--- src/rtl/cardinal_nic.sv ---
// Processor-to-mesh network interface: a TX FIFO injects packets into the router PE port, an RX FIFO
// absorbs ejected packets. Optional per-NIC packet counters are enabled with CARDINAL_NIC_STATS_EN.
module cardinal_nic #(
   parameter int DATA_W = 64,
   parameter int DEPTH  = 2
) (
   input  logic              clk,
   input  logic              reset,
   input  logic [1:0]        addr,
   input  logic [DATA_W-1:0] d_in,
   output logic [DATA_W-1:0] d_out,
   input  logic              nic_en,
   input  logic              nic_wr_en,
   output logic              net_so,
   output logic [DATA_W-1:0] net_do,
   input  logic              net_ro,
   input  logic              net_si,
   input  logic [DATA_W-1:0] net_di,
   output logic              net_ri,
   input  logic              net_polarity
`ifdef CARDINAL_NIC_STATS_EN
   ,
   output logic [15:0]       tx_cnt,
   output logic [15:0]       rx_cnt
`endif
);

   localparam int PTR_W = (DEPTH > 1) ? $clog2(DEPTH) : 1;
   localparam int CNT_W = $clog2(DEPTH) + 1;

   typedef enum logic [1:0] {
      ADDR_RX_DATA = 2'b00,
      ADDR_RX_STAT = 2'b01,
      ADDR_TX_DATA = 2'b10,
      ADDR_TX_STAT = 2'b11
   } addr_e;

   function automatic logic [PTR_W-1:0] ptr_inc(input logic [PTR_W-1:0] p);
      return (p == PTR_W'(DEPTH - 1)) ? '0 : p + 1'b1;
   endfunction

   logic [DATA_W-1:0] tx_mem_q [DEPTH];
   logic [DATA_W-1:0] rx_mem_q [DEPTH];

   logic [PTR_W-1:0]  tx_wr_ptr_q, tx_wr_ptr_d, tx_rd_ptr_q, tx_rd_ptr_d;
   logic [PTR_W-1:0]  rx_wr_ptr_q, rx_wr_ptr_d, rx_rd_ptr_q, rx_rd_ptr_d;
   logic [CNT_W-1:0]  tx_occ_q, tx_occ_d, rx_occ_q, rx_occ_d;
   logic [DATA_W-1:0] d_out_q, d_out_d;

   addr_e             acc_addr;
   logic              rd_req, wr_req;
   logic              tx_full, tx_nonempty, rx_full, rx_nonempty;
   logic              tx_push, tx_pop, rx_push, rx_pop;
   logic [DATA_W-1:0] tx_head, rx_head;

`ifdef CARDINAL_NIC_STATS_EN
   logic [15:0]       tx_stat_q, tx_stat_d, rx_stat_q, rx_stat_d;
`endif

   // NOTE: every signal in an always_comb gets a value before any branch, so no latch can be inferred.
   always_comb begin
      acc_addr    = addr_e'(addr);
      rd_req      = nic_en & ~nic_wr_en;
      wr_req      = nic_en & nic_wr_en;

      tx_full     = (tx_occ_q == CNT_W'(DEPTH));
      tx_nonempty = (tx_occ_q != '0);
      rx_full     = (rx_occ_q == CNT_W'(DEPTH));
      rx_nonempty = (rx_occ_q != '0);
      tx_head     = tx_mem_q[tx_rd_ptr_q];
      rx_head     = rx_mem_q[rx_rd_ptr_q];

      // Both handshakes are forced low while reset is held so nothing crosses mid-reset.
      net_do      = tx_nonempty ? tx_head : '0;
      net_so      = ~reset & tx_nonempty & net_ro & (tx_head[DATA_W-1] != net_polarity);
      net_ri      = ~reset & ~rx_full;

      tx_push     = wr_req & (acc_addr == ADDR_TX_DATA) & ~tx_full;
      tx_pop      = net_so;
      rx_push     = net_si & net_ri;
      rx_pop      = rd_req & (acc_addr == ADDR_RX_DATA) & rx_nonempty;
   end

   always_comb begin
      tx_wr_ptr_d = tx_push ? ptr_inc(tx_wr_ptr_q) : tx_wr_ptr_q;
      tx_rd_ptr_d = tx_pop  ? ptr_inc(tx_rd_ptr_q) : tx_rd_ptr_q;
      rx_wr_ptr_d = rx_push ? ptr_inc(rx_wr_ptr_q) : rx_wr_ptr_q;
      rx_rd_ptr_d = rx_pop  ? ptr_inc(rx_rd_ptr_q) : rx_rd_ptr_q;
      tx_occ_d    = tx_occ_q + CNT_W'(tx_push) - CNT_W'(tx_pop);
      rx_occ_d    = rx_occ_q + CNT_W'(rx_push) - CNT_W'(rx_pop);

`ifdef CARDINAL_NIC_STATS_EN
      tx_stat_d   = tx_stat_q + 16'(tx_pop);
      rx_stat_d   = rx_stat_q + 16'(rx_push);
`endif

      d_out_d = d_out_q;
      if (rd_req) begin
         unique case (acc_addr)
            ADDR_RX_DATA: d_out_d = rx_nonempty ? rx_head : '0;
            ADDR_RX_STAT: begin
               d_out_d = DATA_W'(rx_nonempty);
`ifdef CARDINAL_NIC_STATS_EN
               d_out_d[31:16] = rx_stat_q;
`endif
            end
            ADDR_TX_DATA: d_out_d = '0;
            ADDR_TX_STAT: begin
               d_out_d = DATA_W'(tx_full);
`ifdef CARDINAL_NIC_STATS_EN
               d_out_d[31:16] = tx_stat_q;
`endif
            end
            default:      d_out_d = d_out_q;
         endcase
      end
   end

   // NOTE: sequential state uses non-blocking assignments so every register samples pre-edge values.
   always_ff @(posedge clk) begin
      if (reset) begin
         tx_wr_ptr_q <= '0;
         tx_rd_ptr_q <= '0;
         rx_wr_ptr_q <= '0;
         rx_rd_ptr_q <= '0;
         tx_occ_q    <= '0;
         rx_occ_q    <= '0;
         d_out_q     <= '0;
`ifdef CARDINAL_NIC_STATS_EN
         tx_stat_q   <= '0;
         rx_stat_q   <= '0;
`endif
      end else begin
         tx_wr_ptr_q <= tx_wr_ptr_d;
         tx_rd_ptr_q <= tx_rd_ptr_d;
         rx_wr_ptr_q <= rx_wr_ptr_d;
         rx_rd_ptr_q <= rx_rd_ptr_d;
         tx_occ_q    <= tx_occ_d;
         rx_occ_q    <= rx_occ_d;
         d_out_q     <= d_out_d;
`ifdef CARDINAL_NIC_STATS_EN
         tx_stat_q   <= tx_stat_d;
         rx_stat_q   <= rx_stat_d;
`endif
      end
   end

   // NOTE: FIFO storage is deliberately not reset; occupancy gates every read, so stale words are never seen.
   always_ff @(posedge clk) begin
      if (tx_push) tx_mem_q[tx_wr_ptr_q] <= d_in;
      if (rx_push) rx_mem_q[rx_wr_ptr_q] <= net_di;
   end

   assign d_out  = d_out_q;
`ifdef CARDINAL_NIC_STATS_EN
   assign tx_cnt = tx_stat_q;
   assign rx_cnt = rx_stat_q;
`endif

endmodule
--- config.mk ---
export PLATFORM = sky130hd
export DESIGN_NAME = cardinal_nic
export DESIGN_NICKNAME = d
export VERILOG_FILES = /design/src/rtl/cardinal_nic.sv
export SDC_FILE = /design/constraint.sdc
export NUM_CORES = 1
export LEC_CHECK = 0
export CELL_PAD_IN_SITES_DETAIL_PLACEMENT = 0
export CELL_PAD_IN_SITES_GLOBAL_PLACEMENT = 1
export CORE_MARGIN = 2
export CORE_UTILIZATION = 28
export DETAILED_ROUTE_END_ITERATION = 12
export PLACE_DENSITY_LB_ADDON = 0.2
export SETUP_SLACK_MARGIN = 0.3
export SLEW_MARGIN = 20
export SYNTH_ARGS = -nofsm -noshare
export SYNTH_HDL_FRONTEND = slang
export SYNTH_SLANG_ARGS = --single-unit
--- constraint.sdc ---
create_clock -name clk -period 9.98 [get_ports clk]
set_clock_uncertainty 0.2 [all_clocks]
set_input_delay 2.994 -clock clk [delete_from_list [all_inputs] [get_ports clk]]
set_output_delay 2.994 -clock clk [all_outputs]
set_load 0.02 [all_outputs]
==> impl_metrics.csv <==
group,metric,value,unit
status,outcome,"finished clean",
pwr,max-vdd-ir-drop,0.1193,mV
placed_design,postPlaceCellArea,0.01525,mm2
route,drt-total-wl,28300,um
clock_tree,cts_tree,"done",
route,ant_nets,0,
timing,setup_viol,0,
final_layout,diodes,0,
placed_design,place.gp.congestion,0.6775,
pwr,sw_frac_of_total,20.90,%
placed_design,pre_cts_ws,2.084,ns
setup_path,r2r_end,"tx_occ_q[1]",
timing,slew_headroom,32.59,%
grt,grt_pass1_wl,42550,um
pwr,power_density,187.2,mW/mm2
grt,first_global_vias,7155,
clock_tree,clkLatencyLatePin,0.54,ns
route,drc,0,
clock_tree,post-cts-setup-buffers,0,
clock_tree,cts.sinks,330,
yosys,syn_nets,881,
setup_path,worst_ep_required_time,6.79,ns
route,initialDrtViolationCount,270,
yosys,synth-seq-cells,330,
clock_tree,cts_max_level,2,
floorplan,rows,75,
final_layout,n_fill_cell,3950,
yosys,syn_area_per_cell,16.16,um2
route,dr.max_layer_used,"met5",
route,wl_met1,12600,um
final_layout,design_area,0.01649,mm2
pwr,clkPwrFrac,44.4,%
grt,antenna_found_initial,1,
final_layout,regArea,0.009176,mm2
yosys,synth_seq_area_share,76.55,%
final_layout,final_nets,1156,
yosys,synthFlopType,"edfxtp_1",
floorplan,ios,267,
grt,overflow,0,
clock_tree,cts_buffer_depth,3,
final_layout,area_growth,37.65,%
setup_path,crit_arrival,4.68,ns
yosys,synth_edf_count,256,
yosys,ys_warn_count,0,
clock_tree,clock-root-buffer,"clkbuf_16",
floorplan,initial_core_util,28.49,%
pwr,seq_power_share,49.4,%
yosys,syn_area,0.01198,mm2
setup_path,cp_cell_sequence,"clkdlybuf4s50_1 > xor2_1 > nor3_1 > clkdlybuf4s50_1",
pwr,p_comb_share,6.2,%
clock_tree,clkTransAtPathRegs,0.06,ns
setup_path,critPathSlowestCell,"clkdlybuf4s50_1",
pwr,leakagePower,5.381,nW
yosys,async_flop_share,0,%
setup_path,cpPeakStageDelay,0.68,ns
pwr,power.total,3.086,mW
setup_path,crit_type,"input port to output pin",
setup_path,critPathMostFrequentCell,"clkdlybuf4s50_1",
route,avgRoutedWirePerCell,17.85,um
timing,slew_violations,0,
clock_tree,cts_buffers,39,
placed_design,numPortBuffers,266,
pwr,p_int,2.441,mW
floorplan,die_h,210.8,um
setup_path,reg2reg_depth,8,
yosys,netlist_instances,741,
min_path,whs_path_depth,2,
floorplan,fp.dieW,210.8,um
min_path,min_to,"d_out[0]",
timing,final.setup.worst_slack,2.104,ns
timing,worst_pin_slew,1.011,ns
setup_path,worstPathMaxFanout,5,
timing,rsz0062_at_grt,"false",
floorplan,dieArea,0.04445,mm2
flow_run,maxCapViolations,0,
route,drtPass1Iterations,4,
clock_tree,cts_hold_buf,0,
pwr,p_sw,645.1,uW
setup_path,worst_setup_path_start_kind,"input port",
final_layout,final_core_utilization,39.22,%
min_path,min_from,"d_out[0]",
timing,timing.fmax,0.1270,GHz
route,vias,6964,
grt,grt_start_max_net_pins,67,
setup_path,end_kind,"output pin",
route,wl_met2,12760,um
timing,hold_violations,0,
route,dr_wl_met3,2103,um
final_layout,drive_above_1_share,6.979,%
yosys,synth_cell_types,28,
floorplan,coreArea,0.04204,mm2
timing,tns,0,ns
grt,grt_usage,12.57,%
final_layout,multi_input_area,0.002645,mm2
route,vias_per_cell,4.394,
timing,min_period,7.876,ns
setup_path,ff2ff_setup_slack,7.12,ns
clock_tree,ctsResizeCount,0,
timing,final.period_utilization,78.91,%
min_path,hp-class,"flip-flop to flip-flop",
placed_design,dp_hpwl,16280,um
==> per-stage QoR <==
stage | std cells | hold slack (ns)
6_report | 1585 | 0.2514
3_5_place_dp | 1514 | 0.2463
2_1_floorplan | 741 | 0.2725
5_1_grt | 1585 | 0.2754
4_1_cts | 1585 | 0.2544
3_3_place_gp | 1514 | 0.2425
==> cells in the final DEF, fill, tap and decap left out, types with 4 or more instances in the layout <==
| cell | count |
|---|---|
| clkdlybuf4s50_1 | 265 |
| edfxtp_1 | 256 |
| nor2_1 | 133 |
| mux2i_1 | 127 |
| dfxtp_1 | 72 |
| a2bb2oi_1 | 63 |
| clkbuf_16 | 42 |
| clkbuf_1 | 14 |
| buf_4 | 10 |
| inv_1 | 5 |
| xor2_1 | 5 |
| clkinv_1 | 5 |
| a21oi_1 | 4 |
| clkinv_2 | 4 |
==> cell usage after synthesis, types with 2 or more instances <==
library cell  instances  area [um2]
inv_1                 5       18.77
or3_1                 2       12.51
o21ai_0               2       10.01
a21oi_1               4       20.02
edfxtp_1            256        7687
buf_2                15       75.07
xnor2_1               3       26.28
or4_1                 2       15.01
mux2i_1             127        1271
nor2_1              136       510.5
buf_1                 6       22.52
nand2_1               3       11.26
a2bb2oi_1            63       551.8
nor2b_1               4       25.02
clkbuf_1             20       75.07
nand2b_1              2       12.51
dfxtp_1              74        1481
xor2_1                5       43.79
ha_1                  3       37.54
==> layout make-up <==
type	count	share of cell area (%)
sequential	330	55.66
timing repair buffer	276	16.57
multi-input combinational	364	16.04
clock buffer	57	6.777
tap	539	4.090
clock inverter	14	0.7437
inverter	5	0.1138
==> how the worst max path moves through the flow <==
stage / to / start / slack, ns / cells past startpoint
CTS: net_so / net_polarity / 2.07 / 4
global route: net_so / net_polarity / 2.04 / 4
floorplan: net_so / net_polarity / 3.01 / 2
finish: net_so / net_polarity / 2.10 / 4
detailed placement: net_so / net_polarity / 2.08 / 4
global placement: net_so / net_polarity / 2.08 / 4
==> sequential cells by signal (all words and copies together), names as in the netlist, named ones only <==
signal / cells
d_out: 64
rx_mem_q: 128
rx_occ_q: 2
rx_rd_ptr_q: 1
rx_wr_ptr_q: 1
tx_mem_q: 128
tx_occ_q: 2
tx_rd_ptr_q: 1
tx_wr_ptr_q: 1
==> routing by layer <==
layer	global-route usage (%)	vias up
met5	0	-
met1	15.95	3365
met2	19.70	218
met4	5.318	2
li1	-	3330
met3	4.163	49
==> worst max-delay path: cells and delay by family <==
family / cells / cell delay, ns
XOR/XNOR: 1 / 0.22
buffers and inverters: 2 / 1.09
AND/OR/NAND/NOR: 1 / 0.37
==> logic make-up after synthesis <==
logic type / Yosys count / share of synthesized area (%)
flip-flops: 330 / 76.55
XOR/XNOR: 8 / 0.5850
buffers and inverters: 47 / 1.661
multiplexers: 127 / 10.61
AO/OA/AOI/OAI: 74 / 5.181
adder cells (fa/ha/maj): 3 / 0.3134
AND/OR/NAND/NOR: 152 / 5.098
==> power groups by stage <==
stage	registers, mW	clock network [mW]	logic (mW)
floorplan	1.55	0	0.0816
global placement	1.55	0	0.193
detailed placement	1.55	0	0.195
CTS	1.52	1.43	0.196
global route	1.53	1.48	0.207
finish	1.52	1.37	0.191
Power figures use the tool's default switching activity.
